File: src/rtl/fft_bf_ctrl.sv
// Sequencer for a 16-lane radix-2 butterfly stage over 512-point frames (FILL half / CALC half / drain).
// Latency: strobes are combinational with the step; valid_out/sof_out/eof_out follow one cycle later.
// Backpressure: out_ready stalls CALC and drain; in_ready stops a fill from overwriting an undrained entry.
//
// Ports:
//   clk, rstn                 clock, asynchronous active-low reset
//   valid_in / in_ready       input beat handshake (fire = valid_in & in_ready)
//   out_ready                 downstream accepts an output beat
//   abort                     synchronous frame abort, wins over fire
//   bf_en                     butterfly computes this step
//   buf_wr_en/buf_waddr       delay-buffer write; wr_sel: 0 raw input, 1 do2 result
//   buf_rd_en/buf_raddr       delay-buffer read (read-before-write on same address)
//   out_sel                   0 do1 to output, 1 buffer drain to output
//   tw_idx                    twiddle base, lane j uses tw_idx + j
//   valid_out/sof_out/eof_out registered output beat markers
// Optional build macro FFT_CTRL_STATS_EN adds frame_cnt and stall_cnt (16-bit, wrapping).

module fft_bf_ctrl #(
    parameter int NUM   = 16,
    parameter int DATA  = 512,
    parameter int BEATS = DATA / NUM,
    parameter int HALF  = BEATS / 2,
    parameter int AW    = $clog2(HALF),
    parameter int TW_W  = $clog2(DATA / 2)
) (
    input  logic            clk,
    input  logic            rstn,
    input  logic            valid_in,
    output logic            in_ready,
    input  logic            out_ready,
    input  logic            abort,
    output logic            bf_en,
    output logic            buf_wr_en,
    output logic [AW-1:0]   buf_waddr,
    output logic            wr_sel,
    output logic            buf_rd_en,
    output logic [AW-1:0]   buf_raddr,
    output logic            out_sel,
    output logic [TW_W-1:0] tw_idx,
    output logic            valid_out,
    output logic            sof_out,
    output logic            eof_out
`ifdef FFT_CTRL_STATS_EN
    ,
    output logic [15:0]     frame_cnt,
    output logic [15:0]     stall_cnt
`endif
);

    localparam int BW = $clog2(BEATS);

    typedef enum logic [1:0] {
        IDLE = 2'd0,
        FILL = 2'd1,
        CALC = 2'd2
    } state_t;

    state_t        state, state_nxt;
    logic [BW-1:0] b, b_nxt;          // beat within frame
    logic [AW-1:0] d, d_nxt;          // drain pointer into the delay buffer
    logic          drain_pend, drain_pend_nxt;
    logic          vo_nxt, sof_nxt, eof_nxt;
    logic          fire, drain_step;

    logic [AW-1:0] b_lo;              // b mod HALF: buffer address in both halves
    logic [BW-1:0] d_ext;

    assign b_lo  = b[AW-1:0];
    assign d_ext = BW'(d);

    // State and counter registers
    always_ff @(posedge clk or negedge rstn) begin
        if (!rstn) begin
            state      <= IDLE;
            b          <= '0;
            d          <= '0;
            drain_pend <= 1'b0;
            valid_out  <= 1'b0;
            sof_out    <= 1'b0;
            eof_out    <= 1'b0;
        end else begin
            state      <= state_nxt;
            b          <= b_nxt;
            d          <= d_nxt;
            drain_pend <= drain_pend_nxt;
            valid_out  <= vo_nxt;
            sof_out    <= sof_nxt;
            eof_out    <= eof_nxt;
        end
    end

    // Next state, step strobes and buffer control
    always_comb begin
        state_nxt      = state;
        b_nxt          = b;
        d_nxt          = d;
        drain_pend_nxt = drain_pend;
        vo_nxt         = 1'b0;
        sof_nxt        = 1'b0;
        eof_nxt        = 1'b0;
        fire           = 1'b0;
        drain_step     = 1'b0;
        in_ready       = 1'b1;
        bf_en          = 1'b0;
        buf_wr_en      = 1'b0;
        buf_waddr      = '0;
        wr_sel         = 1'b0;
        buf_rd_en      = 1'b0;
        buf_raddr      = '0;
        out_sel        = 1'b0;
        tw_idx         = '0;

        case (state)
            IDLE, FILL: begin
                // The fill pointer may only write an entry the drain has
                // already read (b < d), or the one it reads this very cycle.
                in_ready   = ~drain_pend | (b < d_ext) | ((b == d_ext) & out_ready);
                fire       = valid_in & in_ready & ~abort;
                drain_step = drain_pend & out_ready & ~abort;

                if (fire) begin
                    buf_wr_en = 1'b1;
                    buf_waddr = b_lo;
                    wr_sel    = 1'b0;
                    b_nxt     = b + 1'b1;
                    state_nxt = (b == BW'(HALF - 1)) ? CALC : FILL;
                end

                // Drain runs regardless of valid_in so a gap still empties the buffer.
                if (drain_step) begin
                    buf_rd_en = 1'b1;
                    buf_raddr = d;
                    out_sel   = 1'b1;
                    vo_nxt    = 1'b1;
                    if (d == AW'(HALF - 1)) begin
                        eof_nxt        = 1'b1;
                        d_nxt          = '0;
                        drain_pend_nxt = 1'b0;
                    end else begin
                        d_nxt = d + 1'b1;
                    end
                end
            end

            CALC: begin
                in_ready = out_ready;
                fire     = valid_in & in_ready & ~abort;
                tw_idx   = TW_W'(b_lo) * TW_W'(NUM);

                if (fire) begin
                    bf_en     = 1'b1;
                    buf_rd_en = 1'b1;
                    buf_raddr = b_lo;
                    buf_wr_en = 1'b1;
                    buf_waddr = b_lo;
                    wr_sel    = 1'b1;
                    out_sel   = 1'b0;
                    vo_nxt    = 1'b1;
                    sof_nxt   = (b == BW'(HALF));
                    if (b == BW'(BEATS - 1)) begin
                        b_nxt          = '0;
                        drain_pend_nxt = 1'b1;
                        state_nxt      = FILL;
                    end else begin
                        b_nxt = b + 1'b1;
                    end
                end
            end

            default: begin
                state_nxt = IDLE;
            end
        endcase

        if (abort) begin
            state_nxt      = IDLE;
            b_nxt          = '0;
            d_nxt          = '0;
            drain_pend_nxt = 1'b0;
        end
    end

`ifdef FFT_CTRL_STATS_EN
    always_ff @(posedge clk or negedge rstn) begin
        if (!rstn) begin
            frame_cnt <= '0;
            stall_cnt <= '0;
        end else if (abort) begin
            frame_cnt <= '0;
            stall_cnt <= '0;
        end else begin
            if (eof_nxt) begin
                frame_cnt <= frame_cnt + 16'd1;
            end
            if (valid_in & ~in_ready) begin
                stall_cnt <= stall_cnt + 16'd1;
            end
        end
    end
`endif

endmodule

File: config.mk
export PLATFORM = sky130hd
export DESIGN_NAME = fft_bf_ctrl
export DESIGN_NICKNAME = d
export VERILOG_FILES = /design/src/rtl/fft_bf_ctrl.sv
export SDC_FILE = /design/constraint.sdc
export NUM_CORES = 1
export LEC_CHECK = 0
export CAP_MARGIN = 30
export CORE_ASPECT_RATIO = 0.7
export CORE_MARGIN = 2
export CORE_UTILIZATION = 51
export DETAILED_ROUTE_END_ITERATION = 8
export GPL_TIMING_DRIVEN = 0
export PLACE_DENSITY = 0.84
export SETUP_SLACK_MARGIN = 0.05
export SLEW_MARGIN = 10
export SYNTH_ARGS = -nofsm -noshare
export SYNTH_HDL_FRONTEND = slang
export SYNTH_SLANG_ARGS = --single-unit
File: constraint.sdc
create_clock -name clk -period 3.1 [get_ports clk]
set_input_delay 0.31 -clock clk [delete_from_list [all_inputs] [get_ports clk]]
set_output_delay 0.31 -clock clk [all_outputs]
set_load 0.02 [all_outputs]
==> results.ini <==
[status]
status=finished with violations
violations=DRC

[layout]
fin_util_pct=72.8
num_antenna_cells=0
stdcell_count=175
fin_area_um2=1400
finish.net_count=168
layout-drive-gt1-share_pct=11.1
area_delta_synth_final_pct=30.1

[sta]
finalHoldViolCount=0
worst_slew_pin_slew_ns=0.690
slew_violations=0
finalSetupViolCount=0
max_freq_mhz=345
timing.final.crit_period_ns=2.90
timing.hold.ws_ns=0.312
max_slew_margin_pct=53.8
rsz0062_at_grt=false
clock_skew_ns=0.000557
fin_setup_tns_ns=0
post-route-period-util_pct=93.5

[placement]
dp_cells=170
gp_congestion=0.817
dp_hpwl_um=2010
place_area_um2=1350
port_buffers=24

[global_route]
grt_pass1_vias=926
track_usage_pct=22.7
grt_overflow=0
antenna_found_initial=0
grt_pass1_wl_um=4340
grt_max_degree=16

[die]
pin_count=30
die_area_um2=2490
core-area_um2=1920
dieWidth_um=58.8
fp-row-count=13
start_util_pct=55.9
die_h_um=42.4

[clock_tree]
numCtsBuffers=3
clockBufferDepth=2
cts-root-buf=clkbuf_4
cts_hold_buf=0
clk_pin_slew_ns=0.09
clk_latency_ns=0.29
cts_tree=built
cts_sinks=15
h-tree-depth=1

[critical_path]
reg2reg_depth=8
path_class=register to output port
cp.arrival_ns=2.59
crit_path_end_kind=output port
cp-start-kind=register
path_max_fanout=5
cp.required_ns=2.79

[yosys]
yosys.area.top_type=dfrtp_1
yosysUniqueCellTypes=42
synthTopCellsByArea=dfrtp_1 (35%), ha_1 (10%), and2_1 (4.7%)
syn_area_per_cell_um2=8.87
synth_warnings=0
synthCells=121
synth_top_area_share_pct=35.0
ys_seq_area_share_pct=35.0
yosys_register_bits=15
syn_area_um2=1070

[detailed_routing]
vias=1038
via_per_inst=5.93
routedWlPerCell_um=15.2
routed_wl_um=2660
drtIter0Drc=51
firstDrtPassIters=7
drc=3
postRouteAntennaNets=0

[hold_path]
whs_path_depth=2
hp-class=primary input to register

[pwr]
ir_drop_uv=293
power.density_nw_per_um2=293
p_leak_nw=0.679

[run]
max_cap_violations=0

[worst max-delay path: stages (launching register included)]
cell	delay (ns)
dfrtp_1	0.41
inv_1	0.10
ha_1	0.33
a211oi_1	0.24
nand3_1	0.19
o311ai_4	0.16
a31o_2	0.25
clkdlybuf4s50_1	0.61
[metal layers]
metal	wire length, µm	track usage, %	vias to the layer above
met5	0	0	-
met4	23	3.18	0
met3	211	6.48	4
met2	1250	38.0	47
met1	1170	29.5	503
li1	-	-	484
[area by class of cell]
type	instances	area [µm²]
Timing Repair Buffer	25	246
Tap cell	22	27.5
Multi-Input combinational cell	95	646
Inverter	7	26.3
Clock buffer	4	26.3
Fill cell	149	523
Sequential cell	15	377
Buffer	7	47.5
[cell usage after synthesis (all sizes together)]
cell type / count
dfrtp: 15
nand2: 12
o21ai: 10
ha: 9
nor2: 9
and2: 8
nand3: 8
buf: 7
inv: 7
a21o: 3
nand2b: 3
a21oi: 2
a32o: 2
o31ai: 2
a211oi: 1
a21boi: 1
a22o: 1
a311oi: 1
a31o: 1
a31oi: 1
a41o: 1
and2b: 1
and3: 1
and3b: 1
and4: 1
and4b: 1
conb: 1
nand4: 1
nand4b: 1
nor2b: 1
nor3: 1
o2bb2ai: 1
o311a: 1
o311ai: 1
or2: 1
or2b: 1
or3: 1
xnor2: 1
[logic make-up after synthesis]
group	share of synthesized area, %
AND/OR/NAND/NOR	25.9
AO/OA/AOI/OAI	20.6
flip-flops	35.0
buffers and inverters	6.88
adder cells (fa/ha/maj)	10.5
XOR/XNOR	0.816
other	0.349
[what timing repair did]
item / in CTS / in global routing
pin swaps: 0 / 1
endpoints found under the setup margin: 4 / 1
buffers inserted: 0 / 1
resized for setup: 5 / 1
[cells in the final DEF, fill, tap and decap left out, types with 2 or more instances in the layout]
| cell type | n |
|---|---|
| clkdlybuf4s50_1 | 20 |
| dfrtp_1 | 14 |
| nand2_1 | 11 |
| nor2_1 | 9 |
| ha_1 | 9 |
| nand3_1 | 8 |
| o21ai_0 | 8 |
| and2_1 | 8 |
| inv_1 | 7 |
| buf_4 | 6 |
| conb_1 | 4 |
| nand2b_1 | 3 |
| a21o_1 | 3 |
| clkbuf_4 | 3 |
| dlygate4sd2_1 | 3 |
| buf_2 | 2 |
| a21oi_1 | 2 |
| a32o_1 | 2 |
| o21ai_1 | 2 |
[metrics by stage]
stage | worst slack (ns) | power [mW]
floorplan | 0.956 | 0.262
global placement | 0.406 | 0.286
detailed placement | 0.307 | 0.290
CTS | 0.0728 | 0.404
global route | 0.0727 | 0.432
finish | 0.201 | 0.408
[sequential cells by signal (all words and copies together) (netlist names)]
signal / count
d: 4
b: 5
sof_out: 1
eof_out: 1
state: 2
drain_pend: 1
valid_out: 1
[where the power goes]
group,internal (mW),switching (mW)
Clock,0.0501,0.0655
Combinational,0.0331,0.0467
Sequential,0.201,0.0120
Total,0.284,0.124
[path summary, 6_finish.rpt]
check | slack [ns] | startpoint | to
setup / recovery | 0.20 | d[3]$_DFFE_PN0P_ | buf_wr_en
hold / removal | 0.31 | abort | d[2]$_DFFE_PN0P_
setup reg to reg | 0.94 | d[3]$_DFFE_PN0P_ | b[3]$_DFFE_PN0P_
hold reg to reg | 0.57 | b[3]$_DFFE_PN0P_ | b[3]$_DFFE_PN0P_
max in group asynchronous | 2.19 | rstn | b[3]$_DFFE_PN0P_
min in group asynchronous | 0.43 | rstn | state[0]$_DFFE_PN0P_
(Power assumes the default switching activity.)
